--- src/rtl/param_updown_counter.sv ---
`default_nettype none
// ============================================================================
// Module   : param_updown_counter
// Brief    : Up/down counter with load, prescaled enable, wrap or saturate
//            boundary mode, and terminal-count / boundary / overflow status.
// Revision : 1.0
// ============================================================================
module param_updown_counter #(
    parameter int WIDTH    = 4,
    parameter int MAX_VAL  = 2**WIDTH - 1,
    parameter int SATURATE = 0,
    parameter int PRESCALE = 1
) (
    input  logic             clk,
    input  logic             rst,
    input  logic             en,
    input  logic             up_dn,
    input  logic             load,
    input  logic [WIDTH-1:0] d_in,
    input  logic             clr_flags,
    output logic [WIDTH-1:0] c_out,
    output logic             tc,
    output logic             bnd_pulse,
    output logic             ovf_sticky
);

    localparam int             c_PW      = (PRESCALE > 1) ? $clog2(PRESCALE) : 1;
    localparam logic [WIDTH-1:0] c_MAX_VAL = WIDTH'(MAX_VAL);
    localparam logic [c_PW-1:0]  c_PRE_TOP = c_PW'(PRESCALE - 1);

    logic [WIDTH-1:0] r_count;
    logic [c_PW-1:0]  r_pre;
    logic             r_bnd_pulse;
    logic             r_ovf;

    logic             w_tick;
    logic             w_at_top;
    logic             w_at_bot;
    logic             w_bnd;
    logic [WIDTH-1:0] w_step;
    logic [WIDTH-1:0] w_load_val;

    assign w_tick     = en && (r_pre == c_PRE_TOP);
    assign w_at_top   = (r_count == c_MAX_VAL);
    assign w_at_bot   = (r_count == '0);
    assign w_bnd      = w_tick && !load && (up_dn ? w_at_top : w_at_bot);
    assign w_load_val = (d_in > c_MAX_VAL) ? c_MAX_VAL : d_in;

    // At a boundary, wrap to the opposite end or hold, depending on mode.
    always_comb begin
        w_step = r_count;
        if (up_dn) begin
            if (!w_at_top)
                w_step = r_count + WIDTH'(1);
            else if (SATURATE == 0)
                w_step = '0;
        end else begin
            if (!w_at_bot)
                w_step = r_count - WIDTH'(1);
            else if (SATURATE == 0)
                w_step = c_MAX_VAL;
        end
    end

    always_ff @(posedge clk or posedge rst) begin
        if (rst) begin
            r_count     <= '0;
            r_pre       <= '0;
            r_bnd_pulse <= 1'b0;
            r_ovf       <= 1'b0;
        end else begin
            if (load) begin
                r_count     <= w_load_val;
                r_pre       <= '0;
                r_bnd_pulse <= 1'b0;
            end else begin
                if (en)
                    r_pre <= w_tick ? '0 : r_pre + c_PW'(1);
                if (w_tick)
                    r_count <= w_step;
                r_bnd_pulse <= w_bnd;
            end
            // A boundary event in the same cycle as a clear keeps the flag set.
            if (w_bnd)
                r_ovf <= 1'b1;
            else if (clr_flags)
                r_ovf <= 1'b0;
        end
    end

    assign c_out      = r_count;
    assign tc         = up_dn ? w_at_top : w_at_bot;
    assign bnd_pulse  = r_bnd_pulse;
    assign ovf_sticky = r_ovf;

endmodule
`default_nettype wire
--- config.mk ---
export PLATFORM = sky130hd
export DESIGN_NAME = param_updown_counter
export DESIGN_NICKNAME = d
export VERILOG_FILES = /design/src/rtl/param_updown_counter.sv
export SDC_FILE = /design/constraint.sdc
export NUM_CORES = 1
export LEC_CHECK = 0
export ABC_AREA = 0
export CORE_AREA = 10 10 47 49
export DETAILED_ROUTE_END_ITERATION = 16
export DIE_AREA = 0 0 57 59
export PLACE_DENSITY = 0.67
export SYNTH_ARGS = -nofsm -noshare
export SYNTH_HDL_FRONTEND = slang
export SYNTH_SLANG_ARGS = --single-unit
--- constraint.sdc ---
create_clock -name clk -period 1.7 [get_ports clk]
set_clock_uncertainty 0.05 [all_clocks]
set_input_delay 0.34 -clock clk [delete_from_list [all_inputs] [get_ports clk]]
set_output_delay 0.34 -clock clk [all_outputs]
set_load 0.03 [all_outputs]
; After elaboration in Yosys (flattened, before gate mapping)
; Cells that the tools add are included.
[op_classes]
addsub = 3
multipliers = 0
div = 0
magnitude_cmp = 1
n_eq_ne = 1
shifts = 0
n_mux = 13
n_bitwise = 1
reduce_logical = 8
[op_table]
columns = cell, count
row1 = $mux W4, 6
row2 = $mux W1, 7
row3 = $reduce_bool A2 Y1, 3
row4 = $add A4 B1 Y4 const B, 1
row5 = $eq A4 B4 Y1 const B, 1
row6 = $gt A4 B4 Y1 const B, 1
row7 = $logic_not A4 Y1, 1
row8 = $sub A4 B1 Y4 const B, 1
row9 = $logic_and A1 B1 Y1, 3
row10 = $add A1 B1 Y1 const B, 1
row11 = $logic_not A1 Y1, 1
row12 = $not A1 Y1, 1
[totals]
register_bits = 7
latchBits = 0
mem_bits_rw = 0
romBits = 0
input_bits = 10
output_inout_bits = 7
wordCells = 31
mem_count = 0

; Logic depth before layout (Yosys ltp)
[depth]
depth_word = 5
ltp_mapped = 6
ltp_nobuf = 6

; Worst setup path after synthesis
; No wires, ideal clock.
[synth_timing]
path_type = reg2reg
start = reg r_count[0], in the netlist c_out[0]
end = reg r_ovf, in the netlist ovf_sticky
setup_ns = 0.118
arrival_ns = 1.656
t_required_ns = 1.532
slack_ns = -0.124
path_stages_with_launch = 7
path_buffers = 0
period_less_slack_ns = 1.824
cell_sequence = dfrtp_1 -> inv_1 -> ha_1 -> nor4b_4 -> o21bai_2 -> and2_4 -> a21o_1
[synth_via]
elab_chain_len = 4
word_cells_on_any_way = 6
classes_between = eq/ne: 1 / mux: 2 / reduce/logical: 3
[synth_lines]
columns = element, line_no
row1 = from (decl), 31  ; logic [WIDTH-1:0] r_count;
row2 = from (signal assigned), 73  ; r_count <= w_load_val;
row3 = from (signal assigned), 80  ; r_count <= w_step;
row4 = $eq A4 B4 Y1 or $logic_not A4 Y1 (tied branches), "44, 45"
row5 = $mux W1 (*), -
row6 = net tc, 22  ; output logic tc,
row7 = $logic_and A1 B1 Y1 (*), 46  ; assign w_bnd = w_tick && !load && (up_dn ? w_at_top : w_at_bot);
row8 = $mux W1 or $reduce_bool A2 Y1 (tied branches), -
row9 = to (signal assigned), 70  ; r_ovf <= 1'b0;
row10 = to (signal assigned), 85  ; r_ovf <= 1'b1;
row11 = to (signal assigned), 87  ; r_ovf <= 1'b0;
row12 = to (decl), 34  ; logic r_ovf;
; The timed path passes the listed nets; every way through them passes the cells marked *.
; A chain may end at the register's enable or synchronous reset.

; Worst setup path in the final report
[layout_timing]
start = in up_dn
end = out tc
[layout_via]
elab_chain_len = 1
[layout_lines]
columns = element, line_no
row1 = from (decl), 17  ; input logic up_dn,
row2 = $mux W1, 92  ; assign tc = up_dn ? w_at_top : w_at_bot;
row3 = to (decl), 22
; No other way between the ends.

==> key figures <==
Outcome
  • Status: finished, violations left
  • Failing checks: setup timing

Timing
  • Setup WS post-layout: -0.09568 ns
  • Final hold vios: 0
  • Crit share post-route: 105.6%
  • Worst-Margin Slew: 0.3194 ns
  • RSZ-0062 raised after global routing: true
  • Finish-stage setup viols: 1
  • Relative slew slack: 78.64%
  • Min cycle time layout: 1.796 ns
  • Highest Clock Rate: 556.9 MHz
  • Slew Limit Fails: 0

Route
  • Routed vias/inst: 4.777
  • DR WL/cell: 12.74 um
  • DR vias: 449
  • DRT Pass-1 Iters: 4
  • DRC viols: 0
  • Drt initial violations: 6
  • DRT antenna net count: 0
  • WL final: 1198 um

Synthesis
  • Largest cells by area after synthesis: dfrtp_1 (36%), ha_1 (5.1%), o21ai_0 (5.1%)
  • Synth Area in Compound Gates: 21.63%
  • XOR/XNOR Fraction of Synth Area: 5.344%
  • Seq/Total Area, Yosys: 35.62%
  • Post-synth top area share: 35.62%
  • EDFF count, synth: 0
  • Avg Cell Area, Syn: 9.278 um2
  • Most common cell in the netlist: dfrtp_1
  • Mapped Cells: 53
  • Synthesized cell area: 491.7 um2
  • YS warnings: 0
  • Post-Synth Adder-Cell Area: 5.089%
  • Synth Area in Simple Gates: 21.88%
  • Fraction of registers with async set/reset: 100.0%
  • Post-synth top area cell: dfrtp_1
  • Synth Flop Type: dfrtp_1
  • Top post-synthesis cells by count: dfrtp_1 (7), nor2_1 (5), o21ai_0 (5), a21oi_1 (4), inv_1 (4)
  • Cell variety after synth: 28
  • #FFs+latches synth: 7
  • Main combinational cell family by area after synthesis: simple AND/OR/NAND/NOR gates
  • Mux cell area share after synthesis: 2.036%
  • Syn Nets: 65

Clock tree
  • Clk sinks: 7
  • CTS clk-pin slew, worst paths: 0.05 ns
  • Post-CTS Hold Buffers: 0
  • H-tree depth: 1
  • Cts bufs inserted: 3
  • Worst-skew pair later-pin latency: 0.24 ns
  • CTS tree: yes
  • Root buf cell: clkbuf_4
  • Largest buffer count on any clock path: 2

Global routing
  • Pin count of the biggest net entering global routing: 9
  • First-pass GRT wire length: 1945 um
  • Total GRT Usage: 7.069%
  • GR Overflow Total: 0
  • Initial antenna violation count: 0
  • Vias in the first global route: 468

Setup path
  • Critical path arrival: 1.41 ns
  • Worst reg2reg path depth: 6
  • Reg2Reg Capture Point: c_out[0]
  • Startpoint type of the worst setup path: input pin
  • Critical path type: input pin to primary output
  • Setup crit start: up_dn
  • Reg-to-Reg Start: c_out[1]
  • WP data required: 1.31 ns
  • Crit end category: primary output
  • Crit Path Max Fanout: 3
  • Reg2reg setup slack: 0.26 ns

Final layout
  • Inserted Diodes: 0
  • Post-route cell area: 759.5 um2
  • Layout cells sized above 1: 29.49%
  • Area Growth Syn to Fin: 54.45%
  • Net count reported at finish: 91
  • Layout Utilization: 54.20%

Pwr
  • Pwr dens: 786.8 mW/mm2
  • Worst IR drop on VDD: 0.4773 mV
  • Leakage: 0.3403 nW
  • Final Power: 0.5975 mW

Floorplanning
  • Die Ht: 59 um
  • Core area: 0.001401 mm2
  • Die W: 57 um
  • Initial Util: 35.09%
  • Die area: 0.003363 mm2
  • Row count: 14
  • IO Pins: 17

Worst hold path
  • Worst hold path class: input pin to asynchronous set/reset pin

Placement
  • # port buffers: 16
  • DP Area: 701.9 um2
  • Dpl ws: -0.09715 ns
  • Detailed placement HPWL: 1015 um
  • Gpl congestion: 0.7702

Flow run
  • Max Cap Viol: 0
==> how the worst max path moves through the flow <==
stage,to
global placement,tc
global route,tc
detailed placement,tc
floorplan,ovf_sticky
finish,tc
CTS,tc
==> stage by stage <==
| stage | hold slack [ns] | TNS (ns) | std cells |
|---|---|---|---|
| finish | 0.2670 | -0.09568 | 94 |
| global route | 0.2798 | -0.1575 | 94 |
| CTS | 0.2791 | -0.09053 | 93 |
| detailed placement | 0.4171 | -0.1297 | 88 |
| global placement | 0.4127 | -0.1443 | 88 |
| floorplan | 0.09326 | 0 | 53 |
==> repair_timing <==
| item | in CTS | in global routing |
|---|---|---|
| setup buffers | 1 | 1 |
| pin swaps | 0 | 0 |
| resized for setup | 10 | 0 |
| endpoints found under the setup margin | 5 | 1 |
==> sequential cells by signal (all words and copies together), names as in the netlist <==
register and count:
bnd_pulse 1, r_pre 1, ovf_sticky 1, c_out 4
==> final cells by class <==
cell class | count | area, um2
Multi-Input combinational cell | 38 | 300.3
Timing Repair Buffer | 24 | 216.5
Clock buffer | 4 | 26.28
Tap cell | 16 | 20.02
Inverter | 5 | 18.77
Sequential cell | 7 | 177.7
Fill cell | 141 | 641.9
==> critical path, cell delays in order <==
cell	delay [ns]
clkdlybuf4s50_1	0.49
nor4b_4	0.26
o21bai_4	0.17
buf_6	0.14
==> cell usage in the layout (no fill, tap or decap), types with 3 or more instances in the layout <==
cell             Yosys  final
a21oi_1              4      4
buf_4                1      8
clkbuf_4             0      3
clkdlybuf4s50_1      0     11
dfrtp_1              7      5
dlygate4sd2_1        0      4
inv_2                1      3
nand2_1              3      3
nor2_1               5      5
o21ai_0              5      5
==> layer usage <==
metal | global-route usage [%] | vias up | share of wire (%)
li1 | - | 232 | -
met1 | 6.715 | 210 | 39
met2 | 13.18 | 7 | 56
met3 | 2.790 | 0 | 4.8
met4 | 3.020 | 0 | 0
met5 | 0 | - | 0
==> cell families after synthesis <==
family	after synthesis
fa+ha+maj	2
simple gates	17
compound gates	15
xor+xnor	3
flops	7
mux	1
buf+inv	8
==> where the power goes <==
group / internal [mW] / total (mW) / switching, mW
sequential: 0.183 / 0.205 / 0.0220
combinational: 0.121 / 0.244 / 0.123
clock: 0.0894 / 0.148 / 0.0588
total: 0.393 / 0.598 / 0.204
No activity file was read; power rests on OpenSTA's default activity.
